File: src/rtl/mult_bcd_pkg.sv
// ============================================================================
// Module  : mult_bcd_pkg
// Purpose : Shared widths, step counts and FSM state type for mult_bcd_seq.
// Rev     : 1.0  initial release
// ============================================================================
`default_nettype none

package mult_bcd_pkg;
  localparam int OP_W       = 4;
  localparam int PROD_W     = 8;
  localparam int BCD_W      = 12;
  localparam int SHREG_W    = 20;
  localparam int MULT_STEPS = 4;
  localparam int CONV_STEPS = 8;
  localparam int CNT_W      = 3;

  typedef enum logic [1:0] {
    IDLE = 2'd0,
    MULT = 2'd1,
    CONV = 2'd2
  } state_e;
endpackage

`default_nettype wire

File: src/rtl/dabble_step.sv
// ============================================================================
// Module  : dabble_step
// Purpose : One double-dabble iteration: +3 on BCD nibbles >= 5, then shift.
// Rev     : 1.0  initial release
// ============================================================================
`default_nettype none

module dabble_step
  import mult_bcd_pkg::*;
(
  input  logic [SHREG_W-1:0] din_i,
  output logic [SHREG_W-1:0] dout_o
);

  logic [SHREG_W-1:0] w_adj;

  assign w_adj[PROD_W-1:0] = din_i[PROD_W-1:0];

  // Adjustment is evaluated on the pre-shift value of each BCD digit
  generate
    for (genvar g = 0; g < 3; g++) begin : g_digit
      localparam int LSB = PROD_W + 4 * g;
      assign w_adj[LSB +: 4] = (din_i[LSB +: 4] >= 4'd5) ? din_i[LSB +: 4] + 4'd3
                                                         : din_i[LSB +: 4];
    end
  endgenerate

  assign dout_o = w_adj << 1;

endmodule

`default_nettype wire

File: src/rtl/mult_bcd_seq.sv
// ============================================================================
// Module  : mult_bcd_seq
// Purpose : Time-shared 4x4 shift-add multiplier followed by binary-to-BCD.
// Rev     : 1.0  initial release
// ============================================================================
`default_nettype none

module mult_bcd_seq
  import mult_bcd_pkg::*;
(
  input  logic              clk,
  input  logic              rst_n,
  input  logic              start,
  input  logic [OP_W-1:0]   a,
  input  logic [OP_W-1:0]   b,
  output logic              busy,
  output logic              done,
  output logic [PROD_W-1:0] product,
  output logic [BCD_W-1:0]  bcd
);

  state_e             state_q, state_d;
  logic [OP_W-1:0]    a_q, a_d, b_q, b_d;
  logic [PROD_W-1:0]  acc_q, acc_d, acc_step;
  logic [CNT_W-1:0]   cnt_q, cnt_d;
  logic [SHREG_W-1:0] shreg_q, shreg_d, dab_out;
  logic               busy_q, busy_d, done_q, done_d;
  logic [PROD_W-1:0]  product_q, product_d;
  logic [BCD_W-1:0]   bcd_q, bcd_d;

  dabble_step u_dabble (
    .din_i  (shreg_q),
    .dout_o (dab_out)
  );

  assign acc_step = acc_q + (b_q[cnt_q[1:0]] ? ({4'b0, a_q} << cnt_q[1:0]) : 8'd0);

  always_comb begin
    state_d   = state_q;
    a_d       = a_q;
    b_d       = b_q;
    acc_d     = acc_q;
    cnt_d     = cnt_q;
    shreg_d   = shreg_q;
    busy_d    = busy_q;
    done_d    = 1'b0;
    product_d = product_q;
    bcd_d     = bcd_q;
    case (state_q)
      IDLE: begin
        if (start) begin
          a_d     = a;
          b_d     = b;
          acc_d   = '0;
          cnt_d   = '0;
          busy_d  = 1'b1;
          state_d = MULT;
        end
      end
      MULT: begin
        acc_d = acc_step;
        cnt_d = cnt_q + 1'b1;
        if (cnt_q == CNT_W'(MULT_STEPS - 1)) begin
          shreg_d = {12'b0, acc_step};
          cnt_d   = '0;
          state_d = CONV;
        end
      end
      CONV: begin
        shreg_d = dab_out;
        cnt_d   = cnt_q + 1'b1;
        if (cnt_q == CNT_W'(CONV_STEPS - 1)) begin
          bcd_d     = dab_out[SHREG_W-1:PROD_W];
          product_d = acc_q;
          done_d    = 1'b1;
          busy_d    = 1'b0;
          state_d   = IDLE;
        end
      end
      default: state_d = IDLE;
    endcase
  end

  always_ff @(posedge clk or negedge rst_n) begin
    if (!rst_n) begin
      state_q   <= IDLE;
      a_q       <= '0;
      b_q       <= '0;
      acc_q     <= '0;
      cnt_q     <= '0;
      shreg_q   <= '0;
      busy_q    <= 1'b0;
      done_q    <= 1'b0;
      product_q <= '0;
      bcd_q     <= '0;
    end else begin
      state_q   <= state_d;
      a_q       <= a_d;
      b_q       <= b_d;
      acc_q     <= acc_d;
      cnt_q     <= cnt_d;
      shreg_q   <= shreg_d;
      busy_q    <= busy_d;
      done_q    <= done_d;
      product_q <= product_d;
      bcd_q     <= bcd_d;
    end
  end

  assign busy    = busy_q;
  assign done    = done_q;
  assign product = product_q;
  assign bcd     = bcd_q;

endmodule

`default_nettype wire

File: config.mk
export PLATFORM = sky130hd
export DESIGN_NAME = mult_bcd_seq
export DESIGN_NICKNAME = d
export VERILOG_FILES = /design/src/rtl/mult_bcd_pkg.sv /design/src/rtl/dabble_step.sv /design/src/rtl/mult_bcd_seq.sv
export SDC_FILE = /design/constraint.sdc
export NUM_CORES = 1
export LEC_CHECK = 0
export BUFFER_PORTS_ARGS = -buffer_cell sky130_fd_sc_hd__buf_2
export CAP_MARGIN = 20
export CORE_UTILIZATION = 50
export CTS_CLUSTER_SIZE = 30
export DETAILED_ROUTE_END_ITERATION = 10
export GPL_ROUTABILITY_DRIVEN = 0
export HOLD_SLACK_MARGIN = 0.15
export PLACE_DENSITY = 0.73
export SYNTH_ARGS = -nofsm -noshare
export SYNTH_HDL_FRONTEND = slang
export SYNTH_HIERARCHICAL = 1
export SYNTH_SLANG_ARGS = --single-unit
File: constraint.sdc
create_clock -name clk -period 3.7 [get_ports clk]
set_input_delay 0.37 -clock clk [delete_from_list [all_inputs] [get_ports clk]]
set_output_delay 0.37 -clock clk [all_outputs]
set_load 0.005 [all_outputs]
**After elaboration in Yosys (flattened, before gate mapping)**

Index checks and enable logic that the tools add are counted.

- Flip-flop bits (word level): 63
- Input port bits: 11
- Output and inout port bits: 22
- Logic and storage cells: 61

- Add/subtract/negate cells: 5
- $lt $le $gt $ge: 4
- Equal/unequal tests: 7
- Shifts and indexed selects: 1
- Multiplexer cells: 22
- Reductions and logical operators: 12

Operators by type and width:

| cell | count |
|---|---|
| $pmux 20 s2 | 1 |
| $mux 20 | 1 |
| $mux 8 | 2 |
| $pmux 8 s2 | 1 |
| $ge 4x3->1 const B | 3 |
| $reduce_and 2->1 | 5 |
| $mux 3 | 3 |
| $pmux 3 s3 | 1 |
| $add 4x2->4 const B | 2 |
| $add 8x8->8 | 1 |
| $mux 4 | 2 |
| $shl 4x2->8 | 1 |
| $mux 2 | 3 |
| $ne 2x2->1 const B | 3 |
| $pmux 2 s3 | 1 |
| $reduce_and 3->1 | 2 |
| $reduce_bool 2->1 | 3 |
| $mux 1 | 5 |
| $add 3x1->3 const B | 1 |
| $add 3x2->3 const B | 1 |
| $eq 3x2->1 const B | 1 |
| $eq 3x3->1 const B | 1 |
| $lt 2x3->1 const B | 1 |
| $reduce_bool 3->1 | 1 |
| 5 further kinds | 5 |

**Longest topological paths before layout**

Gate-level depths: netlist of run 1.

- Depth after elaboration: 6
- Gate-level depth with buffers: 11
- Mapped depth without buffers: 10

**Modules after synthesis**

The synthesis of run 1 kept the hierarchy.

By module, submodules not included:

| module | times used | cells an instance | area each (µm²) | seq. area each (µm²) |
|---|---|---|---|---|
| mult_bcd_seq | 1 | 289 | 3219.3 | 1576.5 |
| dabble_step | 1 | 54 | 355.3 | 0.0 |

**Worst setup path after synthesis of run 1**

No wires, ideal clock.

- Path kind: register -> register
- Start point: reg cnt_q[0]
- End point: reg shreg_q[5]
- Library setup time: 80 ps
- Arrival: 2398 ps
- Data required time: 3620 ps
- Setup slack: 1221 ps
- Stages on the path, launching flop included: 9
- Path buffers: 0
- Cells stage by stage: dfrtp_1 -> mux4_2 -> and2_1 -> ha_1 -> a21oi_1 -> nand2_2 -> a31oi_2 -> mux2_4 -> nor3_2

- Cells in the longest elaborated chain, start to end: 6
- Elaborated cells between the ends (all ways): 10

RTL lines:

| element | line | text |
|---|---|---|
| start: declaration | mult_bcd_seq.sv:25 | `logic [CNT_W-1:0] cnt_q, cnt_d;` |
| start signal: assignment | mult_bcd_seq.sv:101 | `cnt_q <= cnt_d;` |
| $bmux 1 s2 | mult_bcd_seq.sv:36 | `assign acc_step = acc_q + (b_q[cnt_q[1:0]] ? ({4'b0, a_q} << cnt_q[1:0]) : 8'd0);` |
| $mux 1 (implied by the code) | mult_bcd_seq.sv:36 |  |
| $mux 8 | mult_bcd_seq.sv:36 |  |
| $add 8x8->8 | mult_bcd_seq.sv:36 |  |
| $mux 20 | mult_bcd_seq.sv:63 | `if (cnt_q == CNT_W'(MULT_STEPS - 1)) begin` |
| $pmux 20 s2 | mult_bcd_seq.sv:49 | `case (state_q)` |
| end signal: assignment | mult_bcd_seq.sv:102 | `shreg_q <= shreg_d;` |
| end: declaration | mult_bcd_seq.sv:26 | `logic [SHREG_W-1:0] shreg_q, shreg_d, dab_out;` |

Several ways; a longest one is shown, not always the timed one. The select of a mux whose other input is x is not followed.
A chain may end at the register's enable or synchronous reset.

**Worst setup path in the final report of run 1**

Ends and elaborated chain as after synthesis.

==> results of run 1 <==
## Yosys cell counts (all sizes together), types with 2 or more instances
library cell	number	area (um2)
a22oi	12	90.1
and3	2	12.5
nand2	36	138
clkbuf	4	15.0
mux2	30	342
mux2i	19	190
a21o	5	37.5
nand3b	2	15.0
xnor2	6	52.6
dfrtp	63	1580
nand2b	8	50.1
inv	15	58.8
and2	3	18.8
a32o	2	20.0
nor3	9	50.1
o21a	3	22.5
a21oi	15	86.3
nand3	5	25.0
nor2	11	41.3
o21ai	36	180
o211a	2	20.0
nor2b	2	12.5
xor2	2	17.5
buf	17	110
ha	21	263
## worst max-delay path by stage
stage / startpoint / end / depth (start not counted)
global placement: cnt_q[0]$_DFFE_PN0P_ / shreg_q[5]$_DFFE_PN0P_ / 8
floorplan: cnt_q[0]$_DFFE_PN0P_ / shreg_q[5]$_DFFE_PN0P_ / 8
detailed placement: cnt_q[0]$_DFFE_PN0P_ / shreg_q[5]$_DFFE_PN0P_ / 8
CTS: cnt_q[0]$_DFFE_PN0P_ / shreg_q[5]$_DFFE_PN0P_ / 8
finish: cnt_q[0]$_DFFE_PN0P_ / shreg_q[5]$_DFFE_PN0P_ / 8
global route: cnt_q[0]$_DFFE_PN0P_ / shreg_q[5]$_DFFE_PN0P_ / 8
## layer usage
layer | vias to the layer above | routed length [um] | part of all wire
li1 | 1262 | - | -
met1 | 1222 | 3200 | 0.48
met2 | 49 | 3130 | 0.47
met3 | 5 | 266 | 0.040
met4 | 0 | 54 | 0.0081
met5 | - | 0 | 0
## layout by cell type (no fill, tap or decap), drive strengths merged, types with 3 or more instances in the layout
cell    count
inv        15
nand3       5
o21ai      36
clkbuf     12
ha         21
buf        35
nor3        9
mux2       30
o21a        3
nor2       11
dfrtp      63
a22oi      12
a21o        5
a21oi      15
nand2b      8
xnor2       6
mux2i      19
nand2      36
and2        3
## critical path, stage by stage, from the launching register on
cell     delay (ns)
dfrtp_1        0.59
mux4_2         0.59
and2_1         0.16
ha_1           0.35
a21oi_1        0.25
nand2_2        0.11
a31oi_2        0.25
mux2_4         0.33
nor3_2         0.17
## sequential cells by signal, summed over array words and instances (netlist names)
name     count
shreg_q     20
bcd         12
acc_q        8
product      8
a_q          4
b_q          4
cnt_q        3
state_q      2
busy         1
done         1
## power breakdown
group	internal, mW	switching, mW	leakage, nW	total [mW]
combinational	0.334	0.442	0.994	0.776
sequential	0.817	0.133	0.841	0.950
clock	0.378	0.259	0.104	0.637
## kinds of logic after synthesis
kind of cell               after synthesis  share of synthesized area
buffers and inverters                   36                     0.0515
and+or+nand+nor                         81                      0.107
other                                    1                    0.00105
xor gates and xnor gates                 8                     0.0196
muxes                                   50                      0.155
adders and majority gates               22                     0.0791
DFF                                     63                      0.441
AOI/OAI and AO/OA                       82                      0.145
## layout make-up
type                    count  area (um2)
inverters                  15        58.8
clock buffers              12         135
well taps                  96         120
flip-flops and latches     63        1580
fillers                   612        2860
multi-input cells         244        1810
repair buffers             36         193
clock inverters             4        70.1
## stage by stage
step | hold WS [ns] | worst slack, ns
2_1_floorplan | 0.0744 | 1.22
3_3_place_gp | 0.463 | 0.992
3_5_place_dp | 0.472 | 0.834
4_1_cts | 0.252 | 0.829
5_1_grt | 0.256 | 0.660
6_report | 0.262 | 0.827
==> impl_metrics.tcl, run 1 <==
set metrics [dict create \
    grt_pass1_vias 2438 \
    route.detailed.drc 0 \
    p_total_mw 2.36 \
    maxCapViolCount 0 \
    start_kind "flop" \
    synth_flop_cell "dfrtp_1" \
    min_period_over_period 0.777 \
    rows 30 \
    initial_core_util 0.523 \
    synth_edf_count 0 \
    min_period_ns 2.87 \
    worstMarginPinSlew_ns 0.960 \
    hpwlAfterDp_mm 4.69 \
    synth_area_mm2 0.00357 \
    async_flop_share 1.00 \
    antenna_found_initial 0 \
    placed_area_mm2 0.00375 \
    grt_use_total 0.199 \
    slew_viol_final 0 \
    area_growth_pct 11.0 \
    skew_ns 0.00765 \
    fin_area_mm2 0.00397 \
    grt_pass1_wl_mm 11.6 \
    grt_setup_unrepaired "false" \
    worst-path-max-fanout 15 \
    clkTransAtPathRegs_ns 0.07 \
    r2r_end "shreg_q[5]$_DFFE_PN0P_" \
    cts_root_buffer "clkbuf_8" \
    hold_viol 0 \
    n_antenna_cell 0 \
    slew_headroom 0.359 \
    postSynthCellCount 343 \
    use_met1 0.273 \
    grt_max_degree 35 \
    p_per_area_mw_per_mm2 596 \
    instances_no_fill 470 \
    wirelength_mm 6.64 \
    core_area_mm2 0.00683 \
    r2r-start "cnt_q[0]$_DFFE_PN0P_" \
    synth_nets 376 \
    worst_r2r_path_depth 8 \
    grt_use_met2 0.316 \
    ir_drop_v 0.000446 \
    final_util 0.581 \
    yosysUniqueCellTypes 45 \
    cts-hold-fix-buffers 1 \
    die_w_um 86.6 \
    grt-ovfl-total 0 \
    htreeDepth 3 \
    use_met3 0.0457 \
    ant_nets 0 \
    post_synth.cell_area_avg_um2 10.4 \
    cts.repair.resized 0 \
    via_per_inst 5.40 \
    p_leak_nw 1.94 \
    numCtsBuffers 9 \
    dr.pass1.iters 4 \
    post_cts_buffers 0 \
    dp_cells 453 \
    outcome "complete, no violations" \
    hold_depth 2 \
    drtIter0Drc 95 \
    routedWlPerCell_um 14.1 \
    drive_gt1_frac 0.230 \
    ys.warnings.count 6 \
    synth_seq_cells 63 \
    rrSetupSlack_ns 0.83 \
    tns_ns 0 \
    synth_seq_area_share 0.441 \
    cts_tree "built" \
    hp-class "input port to flop" \
    min_from "b[3]" \
    clk_latency_ns 0.33 \
    cts.sinks 63 \
    die-area_mm2 0.00749 \
    clk_path_buf_depth 2 \
    die_height_um 86.6 \
    end_kind "flop" \
    fmax_mhz 348 \
    top_usage_layer "met2" \
    nets 402 \
    setup_viol 0 \
    port_buffers 32 \
    hold_path_end "b_q[3]$_DFFE_PN0P_" \
    ios 33 \
    crit_type "flop to flop" \
    cp.arrival_ns 3.12 \
    required_ns 3.95 \
    vias 2538 \
]
(Power assumes the default switching activity.)
==> inputs of run 2 (changes only) <==
PLACE_DENSITY = 0.76   (was 0.73)
clock period = 2.32 ns   (was 3.7 ns; I/O delays follow)
==> run 2 against run 1 <==
Final area increased by 9.2%. Power grew 84%. The flow now finishes with violations (negative setup slack). Non-clock buffer count increased by 24. Worst setup slack worse by 0.89 ns. Largest power group is now combinational cells. Die area stayed put. Cell count increased by 5.1%. Sequential power grew 57%. Flip-flop and latch count stayed put. Critical path depth unchanged. Global-route usage rose by 1.5 points.
==> impl_metrics.tcl, run 2 (synthesis results as in run 1) <==
set metrics [dict create \
    critPathCapture "shreg_q[7]$_DFFE_PN0P_" \
    slew_headroom 0.596 \
    die_height_um 86.6 \
    placed_area_mm2 0.00391 \
    grt_pass1_vias 2605 \
    vias 2705 \
    startpoint "cnt_q[0]$_DFFE_PN0P_" \
    routedWlPerCell_um 15.2 \
    grt_max_degree 35 \
    nets 426 \
    cp.arrival_ns 2.63 \
    start_kind "flop" \
    pwr-share-clk 0.281 \
    n_antenna_cell 0 \
    min_period_over_period 1.03 \
    ant_nets 0 \
    power_switching_share 0.356 \
    rows 30 \
    die_w_um 86.6 \
    crit_chain "mux4_2, and2_4, ha_4, a21o_1, a31o_1, or3_1, nand3_1, a21oi_1" \
    p_seq_frac 0.343 \
    fmax_mhz 419 \
    hp-class "input port to flop" \
    seqCellArea_mm2 0.00158 \
    area_growth_pct 21.2 \
    outcome "complete, but fails checks" \
    clkTransAtPathRegs_ns 0.07 \
    cts.sinks 63 \
    clk_path_buf_depth 2 \
    grt_use_total 0.213 \
    rrSetupSlack_ns -0.07 \
    ir_drop_v 0.000740 \
    antenna_found_initial 0 \
    slew_viol_final 0 \
    hold_viol 0 \
    power_frac_comb 0.377 \
    layout_common_cells "dfrtp_1, nand2_1, buf_2, o21ai_0, mux2_2" \
    cts_root_buffer "clkbuf_8" \
    cts_tree "built" \
    p_total_mw 4.36 \
    core_area_mm2 0.00683 \
    via_per_inst 5.48 \
    worstMarginPinSlew_ns 0.603 \
    skew_ns 0.0136 \
    tns_ns -0.0672 \
    maxCapViolCount 0 \
    power_switching_mw 1.55 \
    p_leak_nw 2.09 \
    worst_r2r_path_depth 8 \
    dr.pass1.iters 4 \
    worst-path-max-fanout 4 \
    top_register "shreg_q" \
    drtIter0Drc 158 \
    cp.depth 8 \
    cpMaxStageDelayCell "mux4_2" \
    r2r_end "shreg_q[7]$_DFFE_PN0P_" \
    grt_setup_unrepaired "true" \
    p_per_area_mw_per_mm2 1010 \
    initial_core_util 0.523 \
    clk_latency_ns 0.36 \
    p_int_mw 2.81 \
    final_common_cell "dfrtp_1" \
    grt_pass1_wl_mm 12.3 \
    hpwlAfterDp_mm 4.99 \
    htreeDepth 3 \
    end_kind "flop" \
    largest_reg_flops 20 \
    setup_viol 1 \
    crit_type "flop to flop" \
    fin_hold_ws_ns 0.223 \
    fillers 548 \
    slowest_delay_ns 0.57 \
    drive_gt1_frac 0.307 \
    worst-path-buf-inv 0 \
    ios 33 \
    r2r-start "cnt_q[0]$_DFFE_PN0P_" \
    min_period_ns 2.39 \
    die-area_mm2 0.00749 \
    grt-ovfl-total 0 \
    violations "negative setup slack" \
    finalWorstSetupSlack_ns -0.0672 \
    wirelength_mm 7.50 \
    port_buffers 32 \
    numCtsBuffers 9 \
    multi_input_area_mm2 0.00191 \
    required_ns 2.56 \
    fin_area_mm2 0.00433 \
    route.detailed.drc 0 \
    crit_family "simple AND/OR/NAND/NOR gates" \
]
==> run 2: changes by cell type in the layout (fill, tap and decap cells not counted), moves of 3 or more <==
cell,previous run,this run
dlygate4sd3_1,1,9
buf_4,3,17
ha_1,21,18
clkbuf_1,3,0
a21oi_1,12,8
a21oi_2,3,6
==> run 2: timing repair <==
action | CTS | global route
buffers inserted | 0 | 3
hold endpoints to repair | 71 | 0
gates resized for setup | 3 | 12
hold buffers | 9 | 0
pin swaps | 4 | 10
endpoints found under the setup margin | 3 | 7
==> run 2: per-layer routing <==
| layer | vias up | track usage | share of wire |
|---|---|---|---|
| met3 | 18 | 0.0495 | 0.039 |
| met5 | - | 0 | 0 |
| met2 | 48 | 0.324 | 0.47 |
| li1 | 1305 | - | - |
| met1 | 1334 | 0.285 | 0.47 |
| met4 | 0 | 0.114 | 0.027 |
==> run 2: layout make-up <==
cell class / count / share of cell area
Timing Repair Buffer: 60 / 0.0945
Multi-Input combinational cell: 244 / 0.441
Clock inverter: 6 / 0.0269
Tap cell: 96 / 0.0277
Clock buffer: 10 / 0.0318
Sequential cell: 63 / 0.364
Inverter: 15 / 0.0136
==> run 2: power groups by stage <==
stage	Clock (mW)	Sequential, mW	Combinational [mW]
floorplan	0	1.45	1.15
global placement	0	1.49	1.42
detailed placement	0	1.51	1.47
CTS	1.23	1.49	1.53
global route	1.27	1.52	1.80
finish	1.22	1.49	1.64
==> run 2: worst min path at each step <==
stage / startpoint / to / slack [ns] / depth (start not counted)
6_report: start / state_q[0]$_DFFE_PN0P_ / 0.22 / 3
5_1_grt: start / state_q[0]$_DFFE_PN0P_ / 0.23 / 3
4_1_cts: start / state_q[0]$_DFFE_PN0P_ / 0.21 / 3
3_5_place_dp: rst_n / a_q[1]$_DFFE_PN0P_ / 0.28 / 2
3_3_place_gp: rst_n / a_q[1]$_DFFE_PN0P_ / 0.27 / 2
2_1_floorplan: rst_n / a_q[0]$_DFFE_PN0P_ / -0.06 / 0
==> run 2: worst reg2reg max path: cells and delay by family (launching register included) <==
kind | cells | cell delay (ns)
adder cells (fa/ha/maj) | 1 | 0.22
AO/OA/AOI/OAI | 3 | 0.50
multiplexers | 1 | 0.57
AND/OR/NAND/NOR | 3 | 0.62
flip-flops | 1 | 0.38
==> run 2: per-stage QoR <==
stage                     cells  utilization  worst slack, ns
final                       494        0.634          -0.0672
after detailed placement    466        0.572          -0.0582
after global routing        494        0.634           -0.131
after CTS                   491        0.624          -0.0233
after global placement      466        0.572           0.0307
after floorplan             343            -         -0.00824
